## src/rtl/dpram_fifo_ctrl.sv

```systemverilog
// Synchronous FIFO controller driving both ports of a 16x8 dual-port RAM (A writes, B reads).
// Define FIFO_CTRL_ERR_EN to add sticky overflow/underflow flags.
module dpram_fifo_ctrl #(
   parameter int DATA_W = 8,
   parameter int ADDR_W = 4
) (
   input  logic              clk,
   input  logic              rst,
   input  logic              push,
   input  logic [DATA_W-1:0] push_data,
   output logic              full,
   input  logic              pop,
   output logic [DATA_W-1:0] pop_data,
   output logic              pop_valid,
   output logic              empty,
   output logic [ADDR_W:0]   count,
`ifdef FIFO_CTRL_ERR_EN
   output logic              overflow,
   output logic              underflow,
`endif
   output logic [DATA_W-1:0] ram_in_a,
   output logic [ADDR_W-1:0] ram_address_a,
   output logic              ram_wr_en_a,
   output logic [DATA_W-1:0] ram_in_b,
   output logic [ADDR_W-1:0] ram_address_b,
   output logic              ram_wr_en_b,
   input  logic [DATA_W-1:0] ram_out_b
);

   localparam logic [ADDR_W:0] DEPTH = (ADDR_W+1)'(1) << ADDR_W;

   logic [ADDR_W-1:0] wr_ptr_q, wr_ptr_d;
   logic [ADDR_W-1:0] rd_ptr_q, rd_ptr_d;
   logic [ADDR_W:0]   count_q, count_d;
   logic              pop_valid_q;
   logic              push_acc, pop_acc;

   // Flags come from the registered count so both accept paths see the same pre-edge state.
   assign full     = (count_q == DEPTH);
   assign empty    = (count_q == '0);
   assign push_acc = push & ~full & ~rst;
   assign pop_acc  = pop & ~empty & ~rst;

   always_comb begin
      wr_ptr_d = wr_ptr_q;
      rd_ptr_d = rd_ptr_q;
      count_d  = count_q;
      if (push_acc) wr_ptr_d = wr_ptr_q + 1'b1;
      if (pop_acc)  rd_ptr_d = rd_ptr_q + 1'b1;
      if (push_acc && !pop_acc)      count_d = count_q + 1'b1;
      else if (pop_acc && !push_acc) count_d = count_q - 1'b1;
   end

   always_ff @(posedge clk) begin
      if (rst) begin
         wr_ptr_q    <= '0;
         rd_ptr_q    <= '0;
         count_q     <= '0;
         pop_valid_q <= 1'b0;
      end else begin
         wr_ptr_q    <= wr_ptr_d;
         rd_ptr_q    <= rd_ptr_d;
         count_q     <= count_d;
         pop_valid_q <= pop_acc;
      end
   end

`ifdef FIFO_CTRL_ERR_EN
   logic overflow_q, underflow_q;

   always_ff @(posedge clk) begin
      if (rst) begin
         overflow_q  <= 1'b0;
         underflow_q <= 1'b0;
      end else begin
         if (push && full) overflow_q  <= 1'b1;
         if (pop && empty) underflow_q <= 1'b1;
      end
   end

   assign overflow  = overflow_q;
   assign underflow = underflow_q;
`endif

   // RAM port B reads rd_ptr every edge, so the word for a pop is ready the following cycle.
   assign count         = count_q;
   assign pop_valid     = pop_valid_q;
   assign pop_data      = ram_out_b;
   assign ram_in_a      = push_data;
   assign ram_address_a = wr_ptr_q;
   assign ram_wr_en_a   = push_acc;
   assign ram_in_b      = '0;
   assign ram_address_b = rd_ptr_q;
   assign ram_wr_en_b   = 1'b0;

endmodule

```

## config.mk

```make
export PLATFORM = sky130hd
export DESIGN_NAME = dpram_fifo_ctrl
export DESIGN_NICKNAME = d
export VERILOG_FILES = /design/src/rtl/dpram_fifo_ctrl.sv
export SDC_FILE = /design/constraint.sdc
export NUM_CORES = 1
export LEC_CHECK = 0
export ABC_AREA = 1
export BUFFER_PORTS_ARGS = -buffer_cell sky130_fd_sc_hd__buf_2
export CORE_UTILIZATION = 40
export DETAILED_ROUTE_END_ITERATION = 8
export PLACE_DENSITY = 0.74
export SYNTH_ARGS = -nofsm -noshare
export SYNTH_HDL_FRONTEND = slang
export SYNTH_SLANG_ARGS = --single-unit
```

## constraint.sdc

```tcl
create_clock -name clk -period 3.01 [get_ports clk]
set_clock_uncertainty 0.1 [all_clocks]
set_input_delay 0.1505 -clock clk [delete_from_list [all_inputs] [get_ports clk]]
set_output_delay 0.1505 -clock clk [all_outputs]
set_load 0.1 [all_outputs]
```

; ---- Yosys cells after proc, flatten, opt, wreduce, memory -nomap -nowiden
; Index checks and enable logic that the tools add are counted.
[op_classes]
n_reduce_logical = 6
n_addsub = 4
bitwise_logic = 7
mux = 2
n_eq_ne = 1
[ops]
columns = op, count
row1 = 2-to-1 mux 5 bit, 2
row2 = "adder 4 x 1 -> 4 bit, second input constant", 2
row3 = "adder 5 x 1 -> 5 bit, second input constant", 1
row4 = "equality test 5 bit, second input constant", 1
row5 = zero test 5 bit, 1
row6 = "subtractor 5 x 1 -> 5 bit, second input constant", 1
row7 = AND 1 bit, 4
row8 = inverter 1 bit, 3
row9 = logical AND 1 bit, 2
row10 = zero test 1 bit, 2
row11 = nonzero test 2 bit, 1
[word_totals]
regBits = 14

; ---- Logic depth before layout (Yosys ltp)
; Gate-level depths: netlist of the first run.
[logic_depth]
depth_word = 8
mapped_depth = 15

; ---- Least setup slack after synthesis of the first run
; OpenSTA, ideal clock, no wires.
[synth_timing]
path_kind = register to register
from = register count_q[0] (netlist: count[0])
to = register count_q[3] (netlist: count[3])
path_buffers = 0
path_slack_ps = -1190
setup_ps = 109
period_less_slack_ps = 4200
arrival_time_ps = 3991
path_stages_with_launch = 13
path_cell_list = dfxtp_1 -> nor2_4 -> nand3_4 -> nand2_2 -> nor2_1 -> ha_1 -> inv_1 -> ha_1 -> or2_2 -> nand3b_1 -> nand3_1 -> nand2_1 -> inv_1
[synth_via]
elab_chain_cells = 7
[synth_lines]
columns = element, line_no
row1 = "start, declared", 34  ; logic [ADDR_W:0] count_q, count_d;
row2 = "start signal, assigned", 63  ; count_q <= count_d;
row3 = equality test 5 bit (*), 39  ; assign full = (count_q == DEPTH);
row4 = inverter 1 bit (*), 41  ; assign push_acc = push & ~full & ~rst;
row5 = AND 1 bit (*) (2 in series), 41
row6 = named net ram_wr_en_a, 23  ; output logic ram_wr_en_a,
row7 = zero test 1 bit, 51  ; else if (pop_acc && !push_acc) count_d = count_q - 1'b1;
row8 = logical AND 1 bit, 51
row9 = nonzero test 2 bit (no source line), --
; The timed path passes the listed nets; every way through them passes the cells marked *. The select of a mux whose other input is x is not followed.
; A chain may end at the register's enable or synchronous reset.

; ---- Worst setup path after layout of the first run
[layout_timing]
from = register count_q[4] (netlist: count[4])
to = register count_q[3] (netlist: count[3])
[layout_via]
elab_chain_cells = 7
[layout_lines]
columns = element, line_no
row1 = equality test 5 bit or zero test 5 bit (tied branches), "39, 40"
row2 = inverter 1 bit (on tied branches), "41, 42"
row3 = AND 1 bit (on tied branches) (2 in series), "41, 42"
row4 = zero test 1 bit (on tied branches), "51, 50"
row5 = logical AND 1 bit (on tied branches), "51, 50"
row6 = nonzero test 2 bit (no source line) or 2-to-1 mux 5 bit (tied branches), --
; Several ways; a longest one is shown, not always the timed one.

==> results.tsv, run 1 <==
metric	value	unit
status	finished, final reports clean	
critical path class	register to register	
Die X	53.6	µm
ratio of cells with drive above 1 in the final layout	0.276	
antenna violations before repair	0	
max cap viols	0	
Mapped Avg Cell Area	7.19	µm²
worst-case clock buffer depth	2	
io pins	62	
Filler Cells Inserted	258	
setup_tns	0	ns
ys flop type	dfxtp_1	
GR Util met3	0.0282	
Synth top area share	0.263	
path depth of the worst reg2reg path	13	
setup repair bufs after CTS	0	
maximum fanout along the worst path	9	
Nets	180	
asr flop ratio synth	0	
Post-DP HPWL	1.51	mm
Routed WL	1.91	mm
clock sinks	14	
CP Depth	13	
hold buffers post-CTS	0	
Max Slew Vio Count	0	
antenna cells	0	
number of global-route vias before repair	721	
worst path cell trace	inv_2, nand3_4, nand2_4, nor2_2, inv_1, ha_1, inv_1, ha_1, or2_2, nand3b_1, nand3_1, nand2_1, inv_1	
GR Util met1	0.177	
cell family with most CP delay	simple AND/OR/NAND/NOR gates	
Final Hold Fails	0	
CP max stage cell	dfxtp_1	
H-tree Lvls	1	
WL per Instance	10.5	µm
yosys warns	0	
DR iter-0 viols	6	
RSZ-0062 raised after global routing	no	
Period Utilization, post-route	0.778	
grt peak-use layer	met2	
CTS tree	built	
Worst setup EP type	register	
RR Startpoint	count[4]$_SDFFE_PP0P_	
Netlist Area Pre-Place	1060	µm²
EDFF count, synth	0	
hold path depth	2	
Worst-Skew Late Latency	0.28	ns
I/O Buffers	20	
full die area	2870	µm²
post-route ant nets	0	
vias per inst	4.58	
# resized after CTS	0	
P_leak	0.571	nW
overall fraction of global-route tracks in use	0.150	
pin count of the biggest net entering global routing	10	
Rows	18	
CP bufs+invs	4	
Clk pin slew, worst setup/hold paths	0.09	ns
Critical Path RT	3.10	ns
Residual DRC	0	
global-route wire length before repair	3.08	mm
CP startpoint kind	register	
Hold Crit Class	input port to register	
crit path DAT	2.43	ns
Worst Hold Launch	rst	
CP dominant cell by count	inv_1	
gr ovfl total	0	
Initial Util	0.426	
via count	833	
Crit. Startpoint	count[4]$_SDFFE_PP0P_	
largest area contributor in the netlist	dfxtp_1	
final instance area	1080	µm²
Seq cells post-synth	14	
post-synthesis instance total	148	
Max stage delay on crit path	0.46	ns
post-synthesis sequential area ratio	0.263	
Root Driver	clkbuf_4	
largest cells by area after synthesis	dfxtp_1, buf_4, nand2_1, ha_1, inv_1	
met2 GRT Util	0.254	
Core ar.	2500	µm²
Netlist cell types	24	
Die Y	53.6	µm
# setup viols final	0	
TritonCTS Buffers	3	
maximum vdd drop	0.613	mV
area delta synth->final	1.41	%
Placement Cell Area	1040	µm²
number of detailed-route iterations in the first pass	4	
minimum clock period	2.34	ns
gpl congestion	0.823	
Max Clk Rate	427	MHz
P per Cell Area	1110	nW/µm²
==> path summary, 6_finish.rpt <==
path / endpoint / slack (ns)
max: count[3]$_SDFFE_PP0P_ / 0.67
min: ram_address_a[1]$_SDFFE_PP0P_ / 0.08
max reg2reg: count[3]$_SDFFE_PP0P_ / 0.67
min reg2reg: ram_address_b[1]$_SDFFE_PP0P_ / 0.41
==> power by group <==
part | total, W | switching, W | internal, W
Combinational | 0.000777 | 0.000617 | 0.000160
Clock | 0.000139 | 0.0000651 | 0.0000736
Sequential | 0.000280 | 0.0000548 | 0.000225
Total | 0.00120 | 0.000737 | 0.000459
==> worst register-to-register path: stages, from the launching register on <==
cell and delay, ns:
dfxtp_1 0.46, inv_2 0.09, nand3_4 0.15, nand2_4 0.07, nor2_2 0.10, inv_1 0.06, ha_1 0.19, inv_1 0.16
ha_1 0.29, or2_2 0.32, nand3b_1 0.09, nand3_1 0.08, nand2_1 0.06, inv_1 0.03
==> layout make-up <==
| type | instances | area [µm²] | area share |
|---|---|---|---|
| multi-input combinational | 95 | 549 | 0.509 |
| clock buffer | 4 | 36.3 | 0.0336 |
| timing repair buffer | 20 | 100 | 0.0927 |
| tap | 30 | 37.5 | 0.0348 |
| sequential | 14 | 285 | 0.264 |
| inverter | 19 | 71.3 | 0.0660 |
==> layer usage <==
metal / wire length, µm / vias up
met5: 0 / -
met4: 52 / 0
met3: 125 / 10
met2: 867 / 25
met1: 866 / 362
li1: - / 436
==> cells in the mapped netlist (3+ instances only) <==
master	count
nand2_1	26
buf_4	25
inv_1	18
nor2_1	18
dfxtp_1	14
nand3_1	11
ha_1	6
nand4_1	4
a21oi_1	3
==> cell usage in the layout, fill, tap and decap left out <==
cell type   n
conb_1      9
nand2_2     2
nor2_2      1
dfxtp_1    10
buf_2      20
a21oi_1     3
or2_2       2
clkbuf_8    1
nand4_1     4
a21oi_2     2
nor2_4      3
nand3_1    11
fa_1        1
ha_1        6
dfxtp_2     4
nand2_1    26
o21ai_0     2
nand3_4     2
inv_1      18
clkbuf_4    3
xor2_1      2
nand3b_1    1
inv_2       1
nor2_1     17
nand2_4     1
==> per-stage QoR <==
| step | std cells | hold WS [ns] | worst slack (ns) | total power (W) | util |
|---|---|---|---|---|---|
| CTS | 182 | 0.0705 | 0.664 | 0.00120 | 0.432 |
| global placement | 178 | 0.202 | 0.760 | 0.00104 | 0.417 |
| floorplan | 156 | 0.328 | 0.0462 | 0.00106 | - |
| detailed placement | 178 | 0.202 | 0.683 | 0.00106 | 0.417 |
| global route | 182 | 0.0827 | 0.484 | 0.00127 | 0.432 |
| finish | 182 | 0.0800 | 0.667 | 0.00120 | 0.432 |
==> kinds of logic after synthesis <==
group / synth area share
other: 0.00352
buffers and inverters: 0.256
DFF: 0.263
adders and majority gates: 0.0893
and+or+nand+nor: 0.331
AOI/OAI and AO/OA: 0.0400
xor gates and xnor gates: 0.0165
==> flip-flops by register name (all words and copies together), names as in the netlist <==
signal and flops:
ram_address_a 4, count 5, ram_address_b 4, pop_valid 1
No activity file was read; power rests on OpenSTA's default activity.
==> run 2, diff against run 1 <==
ABC_AREA = 0   (was 1)
PLACE_DENSITY = 0.77   (was 0.74)
clock period = 2.4 ns   (was 3.01 ns; I/O delays follow)
==> run 2 against run 1 <==
Effect of this change:
- the flow now finishes with violations (negative setup slack)
- first-iteration DRC count down 50%
- synthesized cell count decreased by 28%
- die area down 11%
- core utilization grew 9.0 points
- hold slack improved by 0.038 ns
- design area increased by 6.8%
- flip-flop and latch count did not move
- routed wire length shrank 3.2%
- area after synthesis fell by 12%
- maximum frequency is 13% lower
- non-clock buffer count is 18 higher
- critical path type unchanged
- critical endpoint is now count[4]$_SDFFE_PP0P_
- largest cell class unchanged
- highest routed layer unchanged
==> results.tsv, run 2 <==
metric	value	unit	change
status	finished, violations left		was finished, final reports clean
failing checks	negative setup slack		
H-tree Lvls	1		unchanged
TritonCTS Buffers	3		unchanged
max cap viols	0		unchanged
crit path DAT	2.77	ns	was 2.43 ns
minimum clock period	2.69	ns	was 2.34 ns
Seq cells post-synth	14		unchanged
GR Util met3	0.0485		was 0.0282
compound-gate portion of the synthesized area	0.112		was 0.0400
largest cells by area after synthesis	dfxtp_1, buf_4, ha_1, nor2_1, xor2_1		was dfxtp_1, buf_4, nand2_1, ha_1, inv_1
number of global-route vias before repair	665		was 721
largest area contributor in the netlist	dfxtp_1		unchanged
adder-cell share of the synthesized area	0.101		was 0.0893
ratio of cells with drive above 1 in the final layout	0.472		was 0.276
Max stage delay on crit path	0.57	ns	was 0.46 ns
clock sinks	14		unchanged
critical path class	register to register		unchanged
final instance area	1150	µm²	was 1080 µm²
cell family with most CP delay	simple AND/OR/NAND/NOR gates		unchanged
Netlist Area Pre-Place	940	µm²	was 1060 µm²
antenna cells	0		unchanged
most frequent cell after synthesis	buf_4		was nand2_1
Clk pin slew, worst setup/hold paths	0.09	ns	about the same
Rows	17		was 18
Die X	50.5	µm	was 53.6 µm
Initial Util	0.425		was 0.426
Post-Synth Simple-Gate Area	0.130		was 0.331
mux share of post-synthesis cell area	0.0439		was 0
most frequent cells in the layout	buf_2, nor2_1, buf_4, conb_1, dfxtp_1		was nand2_1, buf_2, inv_1, nor2_1, nand3_1
GR Util met1	0.165		was 0.177
CP startpoint kind	register		unchanged
Root Driver	clkbuf_4		unchanged
post-synthesis instance total	106		was 148
asr flop ratio synth	0		unchanged
EDFF count, synth	0		unchanged
antenna violations before repair	0		unchanged
Synth top area share	0.298		was 0.263
CP bufs+invs	1		was 4
vias per inst	4.63		was 4.58
yosys warns	0		unchanged
worst-case clock buffer depth	2		unchanged
xor-xnor portion of the synthesized cell area	0.0746		was 0.0165
Final WS setup	-0.287	ns	was 0.667 ns
Worst-Skew Late Latency	0.28	ns	about the same
Mapped Avg Cell Area	8.86	µm²	was 7.19 µm²
overall fraction of global-route tracks in use	0.157		was 0.150
Routed WL	1.85	mm	was 1.91 mm
area delta synth->final	22.8	%	was 1.41%
Synth top cells by count	buf_4, nor2_1, dfxtp_1, ha_1, xor2_1		was nand2_1, buf_4, inv_1, nor2_1, dfxtp_1
largest family of logic cells by synthesized area	buffers and inverters		was simple AND/OR/NAND/NOR gates
Period Utilization, post-route	1.12		was 0.778
grt peak-use layer	met2		unchanged
Core ar.	2210	µm²	was 2500 µm²
maximum fanout along the worst path	5		was 9
CTS tree	built		unchanged
DR iter-0 viols	3		was 6
pin count of the biggest net entering global routing	19		was 10
gr ovfl total	0		unchanged
full die area	2550	µm²	was 2870 µm²
WL per Instance	11.9	µm	was 10.5 µm
ys flop type	dfxtp_1		unchanged
Worst setup EP type	register		unchanged
Max Clk Rate	372	MHz	was 427 MHz
CP dominant cell by count	ha_4		was inv_1
Final Hold Fails	0		unchanged
worst path cell trace	or4_4, o21a_4, nor2b_4, ha_4, inv_6, ha_4, a21oi_4, a211oi_1, a31oi_1, mux2_2		was inv_2, nand3_4, nand2_4, nor2_2, inv_1, ha_1, inv_1, ha_1, or2_2, nand3b_1, nand3_1, nand2_1, inv_1
Post-DP HPWL	1.37	mm	was 1.51 mm
max FFs per register	5		unchanged
# setup viols final	3		was 0
Placement Cell Area	1080	µm²	was 1040 µm²
post-synthesis sequential area ratio	0.298		was 0.263
Max Slew Vio Count	0		unchanged
number of detailed-route iterations in the first pass	4		unchanged
io pins	62		unchanged
most common cell after layout, fill and taps aside	buf_2		was nand2_1
gpl congestion	0.768		was 0.823
global-route wire length before repair	2.86	mm	was 3.08 mm
Residual DRC	0		unchanged
I/O Buffers	20		unchanged
via count	718		was 833
Netlist cell types	28		was 24
Hold Crit Class	input port to register		unchanged
Nets	155		was 180
Final Util	0.521		was 0.432
Critical Path RT	2.48	ns	was 3.10 ns
Die Y	50.5	µm	was 53.6 µm
met2 GRT Util	0.260		was 0.254
RSZ-0062 raised after global routing	yes		was no
post-route ant nets	0		unchanged
CP max stage cell	or4_4		was dfxtp_1
-- run 2: layout make-up --
cell class | count | area, µm²
sequential | 14 | 297
fill | 212 | 1060
timing repair buffer | 38 | 238
inverter | 3 | 16.3
clock inverter | 1 | 3.75
tap | 28 | 35.0
multi-input combinational | 68 | 542
clock buffer | 3 | 22.5
-- run 2: metal layers --
layer | vias up | wire length, µm
met3 | 13 | 127
met4 | 0 | 68
met2 | 31 | 874
met1 | 315 | 781
li1 | 359 | -
met5 | - | 0
-- run 2: final timing paths --
kind | start | to | slack, ns | cells past startpoint
worst min-delay path | rst | ram_address_b[0]$_SDFFE_PP0P_ | 0.12 | 2
worst min register to register | ram_address_a[3]$_SDFFE_PP0P_ | ram_address_a[3]$_SDFFE_PP0P_ | 0.42 | 2
worst max-delay path | count[0]$_SDFFE_PP0P_ | count[4]$_SDFFE_PP0P_ | -0.29 | 10
worst max register to register | count[0]$_SDFFE_PP0P_ | count[4]$_SDFFE_PP0P_ | -0.29 | 10
-- run 2: stage by stage --
step / worst slack [ns] / cells / TNS, ns / hold WS, ns
3_3_place_gp: -0.212 / 149 / -0.428 / 0.141
3_5_place_dp: -0.261 / 149 / -0.588 / 0.141
6_report: -0.287 / 155 / -0.605 / 0.118
5_1_grt: -0.396 / 155 / -0.891 / 0.111
4_1_cts: -0.264 / 154 / -0.596 / 0.0152
2_1_floorplan: -0.629 / 114 / -2.28 / 0.183
-- run 2: timing repair --
item                                   in CTS  in global routing
pin swaps                                   1                  2
setup endpoints to repair                   3                  4
hold buffers                                0                  1
gates resized for setup                     1                  5
endpoints found under the hold margin       0                  1
setup buffers                               1                  0
-- run 2: cell families after synthesis --
family,Yosys count
AOI/OAI and AO/OA,13
xor gates and xnor gates,8
adders and majority gates,7
buffers and inverters,32
DFF,14
muxes,4
other,1
and+or+nand+nor,27
Power of run 2 is not shown: default switching activity piles up to over one toggle a cycle in this logic, so the estimate is an artifact.
